<file path="config.mk">
export PLATFORM = sky130hd
export DESIGN_NAME = caliptra_prim_cdc_delay_sched
export DESIGN_NICKNAME = d
export VERILOG_FILES = /design/src/rtl/caliptra_prim_cdc_delay_pkg.sv /design/src/rtl/caliptra_prim_cdc_delay_lfsr.sv /design/src/rtl/caliptra_prim_cdc_delay_sched.sv
export SDC_FILE = /design/constraint.sdc
export NUM_CORES = 1
export LEC_CHECK = 0
export BUFFER_PORTS_ARGS = -buffer_cell sky130_fd_sc_hd__buf_2
export CORE_MARGIN = 2
export CORE_UTILIZATION = 52
export CTS_BUF_LIST = sky130_fd_sc_hd__clkbuf_4 sky130_fd_sc_hd__clkbuf_8
export DETAILED_ROUTE_END_ITERATION = 10
export PLACE_DENSITY = 0.88
export SYNTH_ARGS = -nofsm -noshare
export SYNTH_HDL_FRONTEND = slang
export SYNTH_HIERARCHICAL = 1
export SYNTH_SLANG_ARGS = --single-unit
export TNS_END_PERCENT = 5
</file>
<file path="constraint.sdc">
create_clock -name clk_i -period 1.8 [get_ports clk_i]
set_input_delay 0.09 -clock clk_i [delete_from_list [all_inputs] [get_ports clk_i]]
set_output_delay 0.09 -clock clk_i [all_outputs]
set_load 0.01 [all_outputs]
</file>
<file path="src/rtl/caliptra_prim_cdc_delay_pkg.sv">
// rtl/caliptra_prim_cdc_delay_pkg.sv - shared types and constants for the CDC delay scheduler
package caliptra_prim_cdc_delay_pkg;

  typedef enum logic [1:0] {
    ModeOff    = 2'd0,
    ModeRandom = 2'd1,
    ModeAlways = 2'd2,
    ModeRsvd   = 2'd3
  } cdc_delay_mode_e;

  typedef enum logic [1:0] {
    StIdle = 2'd0,
    StSeed = 2'd1,
    StRun  = 2'd2
  } sched_state_e;

  localparam logic [31:0] LfsrTaps       = 32'h8020_0003;
  localparam logic [31:0] DefaultSeedVal = 32'hACE1_2D5B;

  // Galois form: shift right, fold the taps in when the bit shifted out is set.
  function automatic logic [31:0] lfsr_step(input logic [31:0] s);
    return {1'b0, s[31:1]} ^ ({32{s[0]}} & LfsrTaps);
  endfunction

endpackage

</file>
<file path="src/rtl/caliptra_prim_cdc_delay_lfsr.sv">
// rtl/caliptra_prim_cdc_delay_lfsr.sv - 32-bit Galois LFSR with load/enable
// A zero seed would lock the register, so it is replaced by DefaultSeed on load.
module caliptra_prim_cdc_delay_lfsr
  import caliptra_prim_cdc_delay_pkg::*;
#(
  parameter logic [31:0] DefaultSeed = DefaultSeedVal
) (
  input  logic        clk_i,
  input  logic        rst_i,
  input  logic        load_i,
  input  logic [31:0] seed_i,
  input  logic        en_i,
  output logic [31:0] state_o
);

  logic [31:0] state_q, state_d;

  always_comb begin
    state_d = state_q;
    if (load_i) begin
      state_d = (seed_i == 32'h0) ? DefaultSeed : seed_i;
    end else if (en_i) begin
      state_d = lfsr_step(state_q);
    end
  end

  always_ff @(posedge clk_i) begin
    if (rst_i) begin
      state_q <= DefaultSeed;
    end else begin
      state_q <= state_d;
    end
  end

  assign state_o = state_q;

endmodule

</file>
<file path="src/rtl/caliptra_prim_cdc_delay_sched.sv">
// rtl/caliptra_prim_cdc_delay_sched.sv - per-bit hold/take select generator for CDC delay emulation
// sel_o bit = 1 makes the synchronizer keep its previous value for that bit this cycle.
module caliptra_prim_cdc_delay_sched
  import caliptra_prim_cdc_delay_pkg::*;
#(
  parameter int unsigned DataWidth   = 1,
  parameter int unsigned MaxConsec   = 1,
  parameter logic [31:0] DefaultSeed = DefaultSeedVal
) (
  input  logic                 clk_i,
  input  logic                 rst_i,
  input  logic                 cfg_valid_i,
  output logic                 cfg_ready_o,
  input  logic [1:0]           cfg_mode_i,
  input  logic [31:0]          cfg_seed_i,
  input  logic [DataWidth-1:0] src_data_i,
  input  logic [DataWidth-1:0] prev_data_i,
  output logic [DataWidth-1:0] sel_o,
  output logic                 active_o,
  output logic [15:0]          delay_cnt_o
);

  if (DataWidth < 1 || DataWidth > 32) begin : gen_dw_chk
    $error("DataWidth must be in 1..32");
  end
  if (MaxConsec < 1 || MaxConsec > 7) begin : gen_mc_chk
    $error("MaxConsec must be in 1..7");
  end

  localparam logic [2:0] MaxCnt = 3'(MaxConsec);

  sched_state_e              state_q, state_d;
  cdc_delay_mode_e           mode_q, mode_d, cfg_mode;
  logic [DataWidth-1:0]      sel_q, sel_d, chg, cand, sel_nxt;
  logic [DataWidth-1:0][2:0] cnt_q, cnt_d;
  logic [15:0]               delay_cnt_q, delay_cnt_d;
  logic                      ready_q, active_q;
  logic                      accept, cfg_run;
  logic [31:0]               lfsr;
  logic                      unused_lfsr;

  assign cfg_mode    = cdc_delay_mode_e'(cfg_mode_i);
  assign accept      = cfg_valid_i && ready_q;
  assign cfg_run     = (cfg_mode == ModeRandom) || (cfg_mode == ModeAlways);
  assign unused_lfsr = ^lfsr;

  caliptra_prim_cdc_delay_lfsr #(
    .DefaultSeed(DefaultSeed)
  ) u_lfsr (
    .clk_i  (clk_i),
    .rst_i  (rst_i),
    .load_i (accept && cfg_run),
    .seed_i (cfg_seed_i),
    .en_i   (state_q == StRun),
    .state_o(lfsr)
  );

  always_comb begin
    chg  = src_data_i ^ prev_data_i;
    cand = (mode_q == ModeRandom) ? (chg & lfsr[DataWidth-1:0]) : chg;
    for (int i = 0; i < DataWidth; i++) begin
      sel_nxt[i] = cand[i] && (cnt_q[i] < MaxCnt);
    end

    state_d = state_q;
    mode_d  = mode_q;
    sel_d   = '0;
    cnt_d   = '0;
    case (state_q)
      StSeed: state_d = StRun;
      StRun: begin
        sel_d = sel_nxt;
        for (int i = 0; i < DataWidth; i++) begin
          cnt_d[i] = sel_nxt[i] ? (cnt_q[i] + 3'd1) : 3'd0;
        end
      end
      default: ;
    endcase

    // A configuration accept overrides whatever the RUN mask would have been.
    if (accept) begin
      state_d = cfg_run ? StSeed : StIdle;
      mode_d  = cfg_run ? cfg_mode : ModeOff;
      sel_d   = '0;
      cnt_d   = '0;
    end

    delay_cnt_d = delay_cnt_q;
    if ((sel_d != '0) && (delay_cnt_q != 16'hFFFF)) begin
      delay_cnt_d = delay_cnt_q + 16'd1;
    end
  end

  always_ff @(posedge clk_i) begin
    if (rst_i) begin
      state_q     <= StIdle;
      mode_q      <= ModeOff;
      sel_q       <= '0;
      cnt_q       <= '0;
      delay_cnt_q <= '0;
      ready_q     <= 1'b1;
      active_q    <= 1'b0;
    end else begin
      state_q     <= state_d;
      mode_q      <= mode_d;
      sel_q       <= sel_d;
      cnt_q       <= cnt_d;
      delay_cnt_q <= delay_cnt_d;
      ready_q     <= (state_d != StSeed);
      active_q    <= (state_d == StRun);
    end
  end

  assign sel_o       = sel_q;
  assign cfg_ready_o = ready_q;
  assign active_o    = active_q;
  assign delay_cnt_o = delay_cnt_q;

endmodule

</file>
==> impl_metrics.json <==
{
  "start_kind": "flop",
  "postRouteAntennaNets": 0,
  "root_buffer": "clkbuf_8",
  "routed-via-count": 2850,
  "reg2reg_from": "cnt_q[1]",
  "synth.distinct_cells": 43,
  "drv_slew": 0,
  "pin_count": 58,
  "drive_above_1_share_pct": 31.5,
  "skew_ps": 6.14,
  "fin_crit_sh_pct": 95.8,
  "path_class": "flop to flop",
  "drt_iter0_drc": 166,
  "clockPowerShare_pct": 38.5,
  "wirelength_mm": 7.11,
  "diodes": 0,
  "netlist_top_cells_count": "58 x dfxtp_1, 56 x a21oi_1, 48 x nor2_1",
  "cts_made_buffers": 9,
  "grt_max_degree": 45,
  "slew_headroom_pct": 56.2,
  "total_power_w": 0.00292,
  "fin_setup_tns_ps": 0,
  "first_pass_iters": 5,
  "core_area_mm2": 0.00551,
  "switchingPower_w": 0.000735,
  "ys_seq_area_share_pct": 39.2,
  "vias_per_cell": 5.84,
  "finalWeightedCongestion": 0.827,
  "syn-instance-count": 343,
  "fin_cells": 488,
  "die_w_um": 79.5,
  "yosysTopAreaCellShare_pct": 39.2,
  "synth_area_per_cell_um2": 8.64,
  "antenna_found_initial": 0,
  "dp_hpwl_mm": 4.92,
  "fillCellCount": 443,
  "cp.required_ps": 2060,
  "rsz0062_at_grt": "yes",
  "status": "finished, final reports clean",
  "synth_nets": 386,
  "fin_ws_ps": 76.0,
  "area_growth_pct": 24.7,
  "die_area_mm2": 0.00632,
  "rows": 27,
  "critPathLaunch": "cnt_q[1]",
  "synth.most_common_cell": "dfxtp_1",
  "min_period_ps": 1720,
  "portBuffers": 57,
  "end_kind": "flop",
  "critPathMaxFanout": 26,
  "synth_seq_cells": 58,
  "yosys_warnings": 6,
  "hold_viol_final": 0,
  "critical_path_buf_inv_count": 1,
  "sw_frac_of_total_pct": 25.2,
  "place_inst": 470,
  "ir_drop_v": 0.000571,
  "clockBufferDepth": 2,
  "grt_pass1_vias": 2605,
  "crit_chain": "nor4_2, nand4_2, buf_12, or4_1, a21oi_2",
  "wire_per_inst_um": 14.6,
  "start_util_pct": 53.8,
  "fmax_mhz": 580,
  "async_flop_share_pct": 0,
  "maxCapViolCount": 0,
  "clock_latency_ps": 330,
  "dp_slack_ps": 27.9,
  "hp-start": "cfg_seed_i[14]",
  "setup_viol": 0,
  "synth_top_flop_cell": "dfxtp_1",
  "grt_usage_pct": 23.1,
  "grt-ovfl-total": 0,
  "yosys-top-cells-area": "dfxtp_1 39%, a21oi_1 9.5%, nor2_1 6.1%",
  "final_nets": 454,
  "die_y_um": 79.5,
  "cts_sinks": 58,
  "synth-edff-count": 0,
  "tritoncts": "done",
  "crit_arrival_ps": 1980,
  "htreeDepth": 3,
  "worst-slew-pin-transition_ps": 657,
  "seqPwrFrac_pct": 48.2,
  "drc": 0,
  "power_density_mw_per_mm2": 789,
  "p_leak_nw": 1.45,
  "clkSlewWorstSetupHoldPaths_ps": 60,
  "final_util_pct": 67.1,
  "crit_slowest_cell": "or4_1",
  "worst_hold_path_type": "primary input to flop",
  "grt_pass1_wl_mm": 11.6,
  "synth_top_area_cell": "dfxtp_1",
  "crit_family": "simple AND/OR/NAND/NOR gates",
  "combPwrFrac_pct": 13.3,
  "internal_power_w": 0.00218,
  "synth_area_mm2": 0.00296,
  "critical-path-max-stage-delay_ps": 520
}
[final timing paths]
kind	end	slack, ps	cells past startpoint
max	delay_cnt_o[13]	80	5
min reg2reg	mode_q[0]	450	2
min	u_lfsr/state_o[14]	10	3
max reg2reg	delay_cnt_o[13]	80	5
[metrics by stage]
stage	hold WS (ps)	area (um^2)
global placement	335	3430
CTS	1.68	3630
floorplan	201	2980
global route	26.4	3690
finish	12.7	3690
detailed placement	343	3430
[timing repair]
action	4_1_cts	5_1_grt
hold buffers	1	0
setup endpoints to repair	0	9
buffers inserted	0	1
gates resized for setup	0	11
hold endpoints to repair	1	0
[tightest hold or removal path, stage by stage]
cell	delay (ps)
buf_2	90
a21oi_1	50
nor2_1	70
[sequential cells by signal, summed over array words and instances (netlist names)]
register	flops
u_lfsr/state_o	32
mode_q	2
sel_o	1
delay_cnt_o	16
cnt_q	3
active_o	1
cfg_ready_o	1
state_q	2
[layout by cell type (no fill, tap or decap), types with 3 or more instances in the layout]
cell,count
nand4_2,3
or4_1,5
buf_2,57
nor3b_1,17
nand2_1,8
nor2b_1,9
dfxtp_2,3
buf_4,24
dfxtp_1,55
clkbuf_8,12
o31ai_1,5
o21ai_0,3
a221o_1,3
mux2i_1,15
a21oi_1,55
nand4_1,6
nor4_4,3
nand3_1,9
xor2_1,4
ha_1,3
a22oi_1,14
nor2_1,47
nor4_2,5
inv_1,3
nor4_1,9
mux2_2,7
[per-layer routing]
| layer | GRT usage [%] | up-vias | wire [um] |
|---|---|---|---|
| li1 | - | 1398 | - |
| met1 | 29.6 | 1348 | 3130 |
| met2 | 36.6 | 90 | 3490 |
| met3 | 4.07 | 14 | 336 |
| met4 | 12.8 | 0 | 159 |
| met5 | 0 | - | 0 |
[cells by family after synthesis]
kind of cell / Yosys count / synth area share, %
simple gates: 138 / 27.1
compound gates: 84 / 16.5
flops: 58 / 39.2
buf+inv: 30 / 5.28
mux: 24 / 8.74
xor+xnor: 5 / 1.48
fa+ha+maj: 4 / 1.69
[area by class of cell]
cell class                      instances  area [um^2]  area share [%]
Inverter                                3         11.3           0.305
Timing Repair Buffer                   84          515            14.0
Sequential cell                        58         1160            31.5
Multi-Input combinational cell        255         1720            46.6
Tap cell                               72         90.1            2.44
Clock inverter                          2         10.0           0.271
Clock buffer                           14          180            4.88
[power by group through the flow]
stage                     clock network [W]  registers, W  logic (W)
after floorplan                           0       0.00142   0.000244
after global placement                    0       0.00143   0.000365
after detailed placement                  0       0.00143   0.000379
after CTS                           0.00114       0.00141   0.000382
after global routing                0.00119       0.00141   0.000435
final                               0.00112       0.00141   0.000388
No activity file was read; power rests on OpenSTA's default activity.
